## src/rtl/lifo_access_arbiter.sv

```systemverilog
// ---------------------------------------------------------------------------
// lifo_access_arbiter
//
// Shares one LIFO memory between NUM_REQ requesters. A winner is chosen
// among the active requests and is checked against the LIFO status flags.
// The block then issues a single-cycle PUSH or POP strobe, or rejects the
// request outright. Only one transaction is in flight at a time.
//
// Parameters:
//   DATA_WIDTH  word width, must match the attached LIFO
//   NUM_REQ     number of requesters (2..8)
//
// Ports:
//   Clk, Rst_n   clock (rising edge), asynchronous active-low reset
//   req/op/wdata per-requester request, op (1=push, 0=pop), push data
//   ack          one-hot completion pulse
//   err          valid with ack, 1 = rejected (push on full / pop on empty)
//   rdata        popped word, updated only by a successful pop
//   busy         high whenever the sequencer is not idle
//   lifo_push/lifo_pop/lifo_din   registered LIFO control pins
//   lifo_dout/lifo_empty/lifo_full LIFO read data and status pins
//
// Build option:
//   LIFO_ARB_FIXED_PRIO_EN  when defined, the lowest active index always wins
//                           and no grant history is kept; otherwise the
//                           arbitration is round-robin.
// ---------------------------------------------------------------------------
module lifo_access_arbiter #(
    parameter int DATA_WIDTH = 8,
    parameter int NUM_REQ    = 2
) (
    input  logic                          Clk,
    input  logic                          Rst_n,
    input  logic [NUM_REQ-1:0]            req,
    input  logic [NUM_REQ-1:0]            op,
    input  logic [NUM_REQ*DATA_WIDTH-1:0] wdata,
    output logic [NUM_REQ-1:0]            ack,
    output logic                          err,
    output logic [DATA_WIDTH-1:0]         rdata,
    output logic                          busy,
    output logic                          lifo_push,
    output logic                          lifo_pop,
    output logic [DATA_WIDTH-1:0]         lifo_din,
    input  logic [DATA_WIDTH-1:0]         lifo_dout,
    input  logic                          lifo_empty,
    input  logic                          lifo_full
);

    localparam int IW = $clog2(NUM_REQ);

    typedef enum logic [1:0] {IDLE, ISSUE, WAIT, RESP} state_t;

    state_t          state;
    logic [IW-1:0]   win_idx;
    logic            win_op;
    logic            grant_valid;
    logic [IW-1:0]   grant_idx;

    // Per-requester view of the packed push data bus.
    logic [DATA_WIDTH-1:0] word [NUM_REQ];

    generate
        for (genvar gi = 0; gi < NUM_REQ; gi++) begin : g_word
            assign word[gi] = wdata[gi*DATA_WIDTH +: DATA_WIDTH];
        end
    endgenerate

    function automatic logic [NUM_REQ-1:0] onehot(input logic [IW-1:0] idx);
        logic [NUM_REQ-1:0] v;
        v      = '0;
        v[idx] = 1'b1;
        return v;
    endfunction

`ifdef LIFO_ARB_FIXED_PRIO_EN
    // Lowest active index wins: scan downwards so the last hit is the lowest.
    always_comb begin
        grant_valid = 1'b0;
        grant_idx   = '0;
        for (int k = NUM_REQ - 1; k >= 0; k--) begin
            if (req[k]) begin
                grant_valid = 1'b1;
                grant_idx   = IW'(k);
            end
        end
    end
`else
    logic [IW-1:0] last_grant;
    logic [IW-1:0] cand;

    // Modulo-NUM_REQ increment that also works for non-power-of-two counts.
    function automatic logic [IW-1:0] next_idx(input logic [IW-1:0] idx);
        return (idx == IW'(NUM_REQ - 1)) ? '0 : idx + 1'b1;
    endfunction

    // Walk the requesters starting one past the previous winner.
    always_comb begin
        grant_valid = 1'b0;
        grant_idx   = '0;
        cand        = next_idx(last_grant);
        for (int k = 0; k < NUM_REQ; k++) begin
            if (!grant_valid && req[cand]) begin
                grant_valid = 1'b1;
                grant_idx   = cand;
            end
            cand = next_idx(cand);
        end
    end

    // History moves on every grant, rejected ones included, so a requester
    // that keeps hitting a full/empty stack cannot starve the others.
    always_ff @(posedge Clk or negedge Rst_n) begin
        if (!Rst_n) begin
            last_grant <= IW'(NUM_REQ - 1);
        end else if (state == IDLE && grant_valid) begin
            last_grant <= grant_idx;
        end
    end
`endif

    assign busy = (state != IDLE);

    always_ff @(posedge Clk or negedge Rst_n) begin
        if (!Rst_n) begin
            state     <= IDLE;
            win_idx   <= '0;
            win_op    <= 1'b0;
            ack       <= '0;
            err       <= 1'b0;
            rdata     <= '0;
            lifo_push <= 1'b0;
            lifo_pop  <= 1'b0;
            lifo_din  <= '0;
        end else begin
            case (state)
                IDLE: begin
                    if (grant_valid) begin
                        // Winner, op and data are captured here; later
                        // request-side changes cannot affect this transaction.
                        win_idx <= grant_idx;
                        win_op  <= op[grant_idx];
                        if (op[grant_idx] ? lifo_full : lifo_empty) begin
                            ack   <= onehot(grant_idx);
                            err   <= 1'b1;
                            state <= RESP;
                        end else begin
                            lifo_push <= op[grant_idx];
                            lifo_pop  <= ~op[grant_idx];
                            if (op[grant_idx]) begin
                                lifo_din <= word[grant_idx];
                            end
                            state <= ISSUE;
                        end
                    end
                end
                ISSUE: begin
                    lifo_push <= 1'b0;
                    lifo_pop  <= 1'b0;
                    if (win_op) begin
                        ack   <= onehot(win_idx);
                        err   <= 1'b0;
                        state <= RESP;
                    end else begin
                        // LIFO read data appears the cycle after the POP edge.
                        state <= WAIT;
                    end
                end
                WAIT: begin
                    rdata <= lifo_dout;
                    ack   <= onehot(win_idx);
                    err   <= 1'b0;
                    state <= RESP;
                end
                RESP: begin
                    ack   <= '0;
                    err   <= 1'b0;
                    state <= IDLE;
                end
                default: state <= IDLE;
            endcase
        end
    end

endmodule

```

## config.mk

```make
export PLATFORM = sky130hd
export DESIGN_NAME = lifo_access_arbiter
export DESIGN_NICKNAME = d
export VERILOG_FILES = /design/src/rtl/lifo_access_arbiter.sv
export SDC_FILE = /design/constraint.sdc
export NUM_CORES = 1
export LEC_CHECK = 0
export ABC_AREA = 1
export BUFFER_PORTS_ARGS = -buffer_cell sky130_fd_sc_hd__buf_2
export CAP_MARGIN = 40
export CORE_UTILIZATION = 49
export DETAILED_ROUTE_END_ITERATION = 7
export GPL_TIMING_DRIVEN = 0
export PLACE_DENSITY = 0.89
export SLEW_MARGIN = 20
export SYNTH_ARGS = -nofsm -noshare
export SYNTH_HDL_FRONTEND = slang
export SYNTH_SLANG_ARGS = --single-unit
```

## constraint.sdc

```tcl
create_clock -name Clk -period 2.3 [get_ports Clk]
set_clock_uncertainty 0.1 [all_clocks]
set_input_delay 0 -clock Clk [delete_from_list [all_inputs] [get_ports Clk]]
set_output_delay 0 -clock Clk [all_outputs]
set_load 0.02 [all_outputs]
```

==> summary.txt, run 1 <==
clk slew on worst S/H paths = 0.16 ns
Worst setup SP type = flop
# DRC = 0
worst r2r src = last_grant
initial DRC count = 27
Clock Sinks = 26
root buffer cell = clkbuf_4
Critical Path RT = 2.46 ns
Netlist cell types = 22
vias = 1293
total negative slack = 0 ns
max-cap check violation count = 0
Post-Synthesis Cells = 130
post-synthesis sequential area ratio = 50.6%
Final setup viols = 0
Syn-to-layout area delta = 51.7%
HP Class = primary input to asynchronous set/reset pin
Core Region = 2480 um2
routed len/inst = 14.2 um
diode count = 0
setup slack, reg-to-reg = 0.25 ns
antenna viol nets, final = 0
slowest cell on the critical path = dlygate4sd3_1
slowest cell delay on critical path = 0.61 ns
Tightest Pin Transition = 0.569 ns
Total Routing Usage GR = 26.7%
initial antenna violation count = 0
Register-to-Register Path Depth = 6
Final Hold Fails = 0
pwr/cell area = 1200 nW/um2
Std-Cell Rows = 18
worst slack at placement = 0.582 ns
Die Y = 53.3 um
starting density of the core = 52.0%
Achievable Freq = 489 MHz
CP arrival = 2.20 ns
RSZ-0062 raised after global routing = no
Ys Warns = 0
I/O pins = 54
VDD IR max = 0.000710 V
worst skew pair latency = 0.34 ns
post-detail-place hpwl = 2.06 mm
Initial DRT Pass Iterations = 4
gr ovfl total = 0
Final nets = 255
syn_nets = 166
R2R Path End = lifo_din[2]
post-CTS setup buffer count = 0
CP Class = flop to flop
largest net degree at the start of global routing = 27
CTS Buf Count = 3
# H-tree levels = 1
gp weighted congestion = 0.884
status = finished clean
Clock Tree Buf Depth = 2
vias in the first global route = 1234
Final min period = 2.05 ns
final worst setup slack = 0.254 ns
post-DR vias/cell = 5.21
Leak = 1.03 nW
CTS tree = built
total wire length = 3.51 mm
Die X = 53.3 um
CP bufs+invs = 2
worst-path fanout max = 10
die area = 2840 um2
CP cell instances = nand2_1 > nand2_2 > buf_4 > mux2i_1 > dlygate4sd3_1 > o21ai_2
post-synthesis register bit count = 26
layout cell share with drive strength beyond 1 = 34.9%
Worst Setup End Kind = flop
PortBufs = 53
Tcrit/Tclk final = 89.0%
Mapped Area = 1290 um2
headroom to the max-slew limit = 62.1%
first-pass GRT wire length = 5.29 mm
fillers = 147
delay-heaviest family, CP = buffers and inverters
Synth Area per Inst = 9.91 um2
Slew Viols, Final = 0
routing by layer:
| metal | wire, um | track usage (%) | share of wire [%] |
|---|---|---|---|
| met5 | 0 | 0 | 0 |
| met4 | 57 | 13.6 | 1.6 |
| met3 | 234 | 3.74 | 6.7 |
| met2 | 1790 | 46.9 | 51 |
| met1 | 1440 | 31.0 | 41 |
flip-flops by register name, summed over array words and instances (netlist names):
name and cells:
lifo_din 8, win_op 1, rdata 8, win_idx 1, last_grant 1, lifo_pop 1, ack 2, lifo_push 1
state 2, err 1
how the worst max path moves through the flow:
stage          startpoint          end  slack [ns]  cells past startpoint
3_5_place_dp     state[0]  lifo_din[5]        0.58                      8
5_1_grt        last_grant  lifo_din[2]        0.20                      6
6_report       last_grant  lifo_din[2]        0.25                      6
4_1_cts        last_grant  lifo_din[2]        0.32                      6
2_1_floorplan    state[1]       ack[0]        0.66                      8
3_3_place_gp     state[0]  lifo_din[5]        0.59                      8
cell usage in the layout (no fill, tap or decap), types with 4 or more instances in the layout:
cell and count:
dlygate4sd3_1 31, nand2_1 26, nand3_1 14, dfrtp_1 25, a21oi_1 5, o21ai_0 8
mux2_2 8, mux2i_1 8, ha_1 4, buf_2 53, inv_1 12
final cells by class:
class / instances / area (um2) / share of cell area, %
well taps: 30 / 37.5 / 1.92
plain buffers: 3 / 22.5 / 1.15
inverters: 12 / 45.0 / 2.30
multi-input cells: 89 / 569 / 29.1
flip-flops and latches: 26 / 652 / 33.4
repair buffers: 84 / 576 / 29.4
clock buffers: 3 / 22.5 / 1.15
clock inverters: 1 / 30.0 / 1.54
worst reg2reg max path, stage by stage (launching register included):
cell and delay (ns):
dfstp_2 0.55, nand2_1 0.09, nand2_2 0.10, buf_4 0.22, mux2i_1 0.24, dlygate4sd3_1 0.61, o21ai_2 0.06
cell usage after synthesis:
cell type | number | area (um2)
nand2_1 | 26 | 97.6
dfrtp_1 | 25 | 626
nand3_1 | 14 | 70.1
inv_1 | 12 | 45.0
mux2_2 | 8 | 90.1
mux2i_1 | 8 | 80.1
o21ai_0 | 8 | 40.0
a21oi_1 | 5 | 25.0
ha_1 | 4 | 50.1
nand2_2 | 3 | 18.8
nor2_1 | 3 | 11.3
o22ai_1 | 3 | 18.8
o21ai_2 | 2 | 17.5
buf_4 | 1 | 7.51
buf_6 | 1 | 11.3
clkbuf_1 | 1 | 3.75
dfstp_2 | 1 | 26.3
nand3_4 | 1 | 17.5
nor2_4 | 1 | 11.3
nor3_2 | 1 | 10.0
o21ai_1 | 1 | 5.00
or2_1 | 1 | 6.26
kinds of logic after synthesis:
kind of cell / synth area share, %
AO/OA/AOI/OAI: 8.25
AND/OR/NAND/NOR: 18.8
multiplexers: 13.2
buffers and inverters: 5.24
adder cells (fa/ha/maj): 3.88
flip-flops: 50.6
per-stage QoR:
step | cell area [um2] | instances | util, % | hold slack (ns) | total power [W]
after floorplan | 1290 | 130 | - | -0.396 | 0.00158
after global placement | 1590 | 213 | 64.2 | -0.0790 | 0.00187
after detailed placement | 1590 | 213 | 64.2 | -0.0823 | 0.00192
after CTS | 1950 | 248 | 78.9 | 0.0422 | 0.00230
after global routing | 1950 | 248 | 78.9 | 0.102 | 0.00249
final | 1950 | 248 | 78.9 | 0.0664 | 0.00234
where the power goes:
part	internal, W	leakage, nW	switching [W]
Sequential	0.000679	0.318	0.000112
Combinational	0.000485	0.683	0.000732
Clock	0.000177	0.0279	0.000153
Total	0.00134	1.03	0.000997
what timing repair did:
action,4_1_cts,5_1_grt
hold buffers,31,0
resized for setup,0,0
endpoints found under the hold margin,47,0
No activity file was read; power rests on OpenSTA's default activity.
==> run 2: changes to the inputs <==
Settings changed: CORE_ASPECT_RATIO from default to 1.2.
==> summary.txt, run 2 (synthesized netlist as in run 1, its figures left out) <==
# DRC = 0
slowest cell on the critical path = dlygate4sd3_1
initial antenna violation count = 0
Final nets = 254
worst-path fanout max = 10
diode count = 0
CP Class = flop to flop
slowest cell delay on critical path = 0.59 ns
antenna viol nets, final = 0
Final setup viols = 0
total negative slack = 0 ns
Critical Path RT = 2.43 ns
Worst setup SP type = flop
CTS Buf Count = 3
Die Y = 58.2 um
first-pass GRT wire length = 5.24 mm
Core Region = 2500 um2
VDD IR max = 0.000828 V
Slew Viols, Final = 0
# H-tree levels = 1
gr ovfl total = 0
die area = 2840 um2
final worst setup slack = 0.252 ns
CP arrival = 2.18 ns
Total Routing Usage GR = 24.5%
Clock Sinks = 26
HP Class = primary input to flop
Achievable Freq = 488 MHz
worst skew pair latency = 0.33 ns
Worst Setup End Kind = flop
headroom to the max-slew limit = 63.4%
commonest cells after routing, fill and taps aside = buf_2, dlygate4sd3_1, nand2_1, dfrtp_1, nand3_1
Initial DRT Pass Iterations = 6
Tightest Pin Transition = 0.549 ns
sequential cell area = 652 um2
vias in the first global route = 1213
max-cap check violation count = 0
gp weighted congestion = 0.813
starting density of the core = 51.5%
vias = 1268
PortBufs = 53
initial DRC count = 32
multi-input combinational cell area = 569 um2
post-CTS setup buffer count = 0
CTS tree = built
clk slew on worst S/H paths = 0.14 ns
fillers = 170
routed len/inst = 13.9 um
total wire length = 3.47 mm
layout cell share with drive strength beyond 1 = 35.0%
Placed Area = 1600 um2
RSZ-0062 raised after global routing = no
Tcrit/Tclk final = 89.0%
largest net degree at the start of global routing = 27
root buffer cell = clkbuf_4
Clock Tree Buf Depth = 2
Leak = 1.03 nW
pwr/cell area = 1190 nW/um2
Syn-to-layout area delta = 51.2%
most common cell after layout, fill and taps aside = buf_2
Final Hold Fails = 0
post-detail-place hpwl = 2.08 mm
post-DR vias/cell = 5.07
fin area = 1950 um2
CP cell instances = nand2_1 > nand2_2 > buf_4 > mux2i_1 > dlygate4sd3_1 > o21ai_0
Die X = 48.8 um
I/O pins = 54
status = finished clean
top flop regs = lifo_din: 8 flops, rdata: 8 flops
Std-Cell Rows = 20
worst slack at placement = 0.570 ns
Final min period = 2.05 ns
run 2: cell types whose count changed in the layout (fill, tap and decap cells not counted):
cell and change:
dlygate4sd3_1 -1
run 2: per-layer routing:
layer	up-vias	part of all wire [%]	GRT usage, %
met5	-	0	0
met4	0	3.2	10.9
met3	13	5.5	4.46
met2	60	53	46.6
met1	587	38	26.2
li1	608	-	-
run 2: area by class of cell:
cell class	instances	share of cell area, %
buffer	3	1.16
clock buffer	3	1.16
clock inverter	1	1.54
inverter	12	2.31
multi-input combinational	89	29.2
sequential	26	33.5
tap	33	2.12
timing repair buffer	83	29.0
run 2: repair_timing:
item / CTS / global route
hold endpoints to repair: 46 / 0
setup endpoints to repair: 0 / 0
resized for setup: 0 / 0
hold buffers: 30 / 0
run 2: critical path: cells and delay by family, from the launching register on:
kind                   cells  cell delay, ns
and+or+nand+nor            2            0.19
buffers and inverters      2            0.80
DFF                        1            0.56
muxes                      1            0.22
AOI/OAI and AO/OA          1            0.08
run 2: through the flow:
stage	hold slack, ns	total power (W)	util, %	cells
detailed placement	-0.0721	0.00192	63.7	216
global route	0.0315	0.00246	77.9	250
floorplan	-0.396	0.00158	-	130
CTS	0.0292	0.00228	77.9	250
global placement	-0.0848	0.00187	63.7	216
finish	0.0505	0.00232	77.9	250
run 2: where the power goes:
group	switching, W	internal [W]	leakage, nW
logic	0.000725	0.000487	0.679
clock network	0.000140	0.000176	0.0279
registers	0.000113	0.000680	0.318
run 2: path summary, 6_finish.rpt:
kind                        startpoint     endpoint  slack, ns  depth (start not counted)
min                         lifo_empty     state[1]       0.05                          5
max in group asynchronous        Rst_n   last_grant       1.66                          2
max reg2reg                 last_grant  lifo_din[4]       0.25                          6
min reg2reg                lifo_din[4]  lifo_din[4]       0.40                          2
max                         last_grant  lifo_din[4]       0.25                          6
min in group asynchronous        Rst_n       ack[0]       0.07                          2
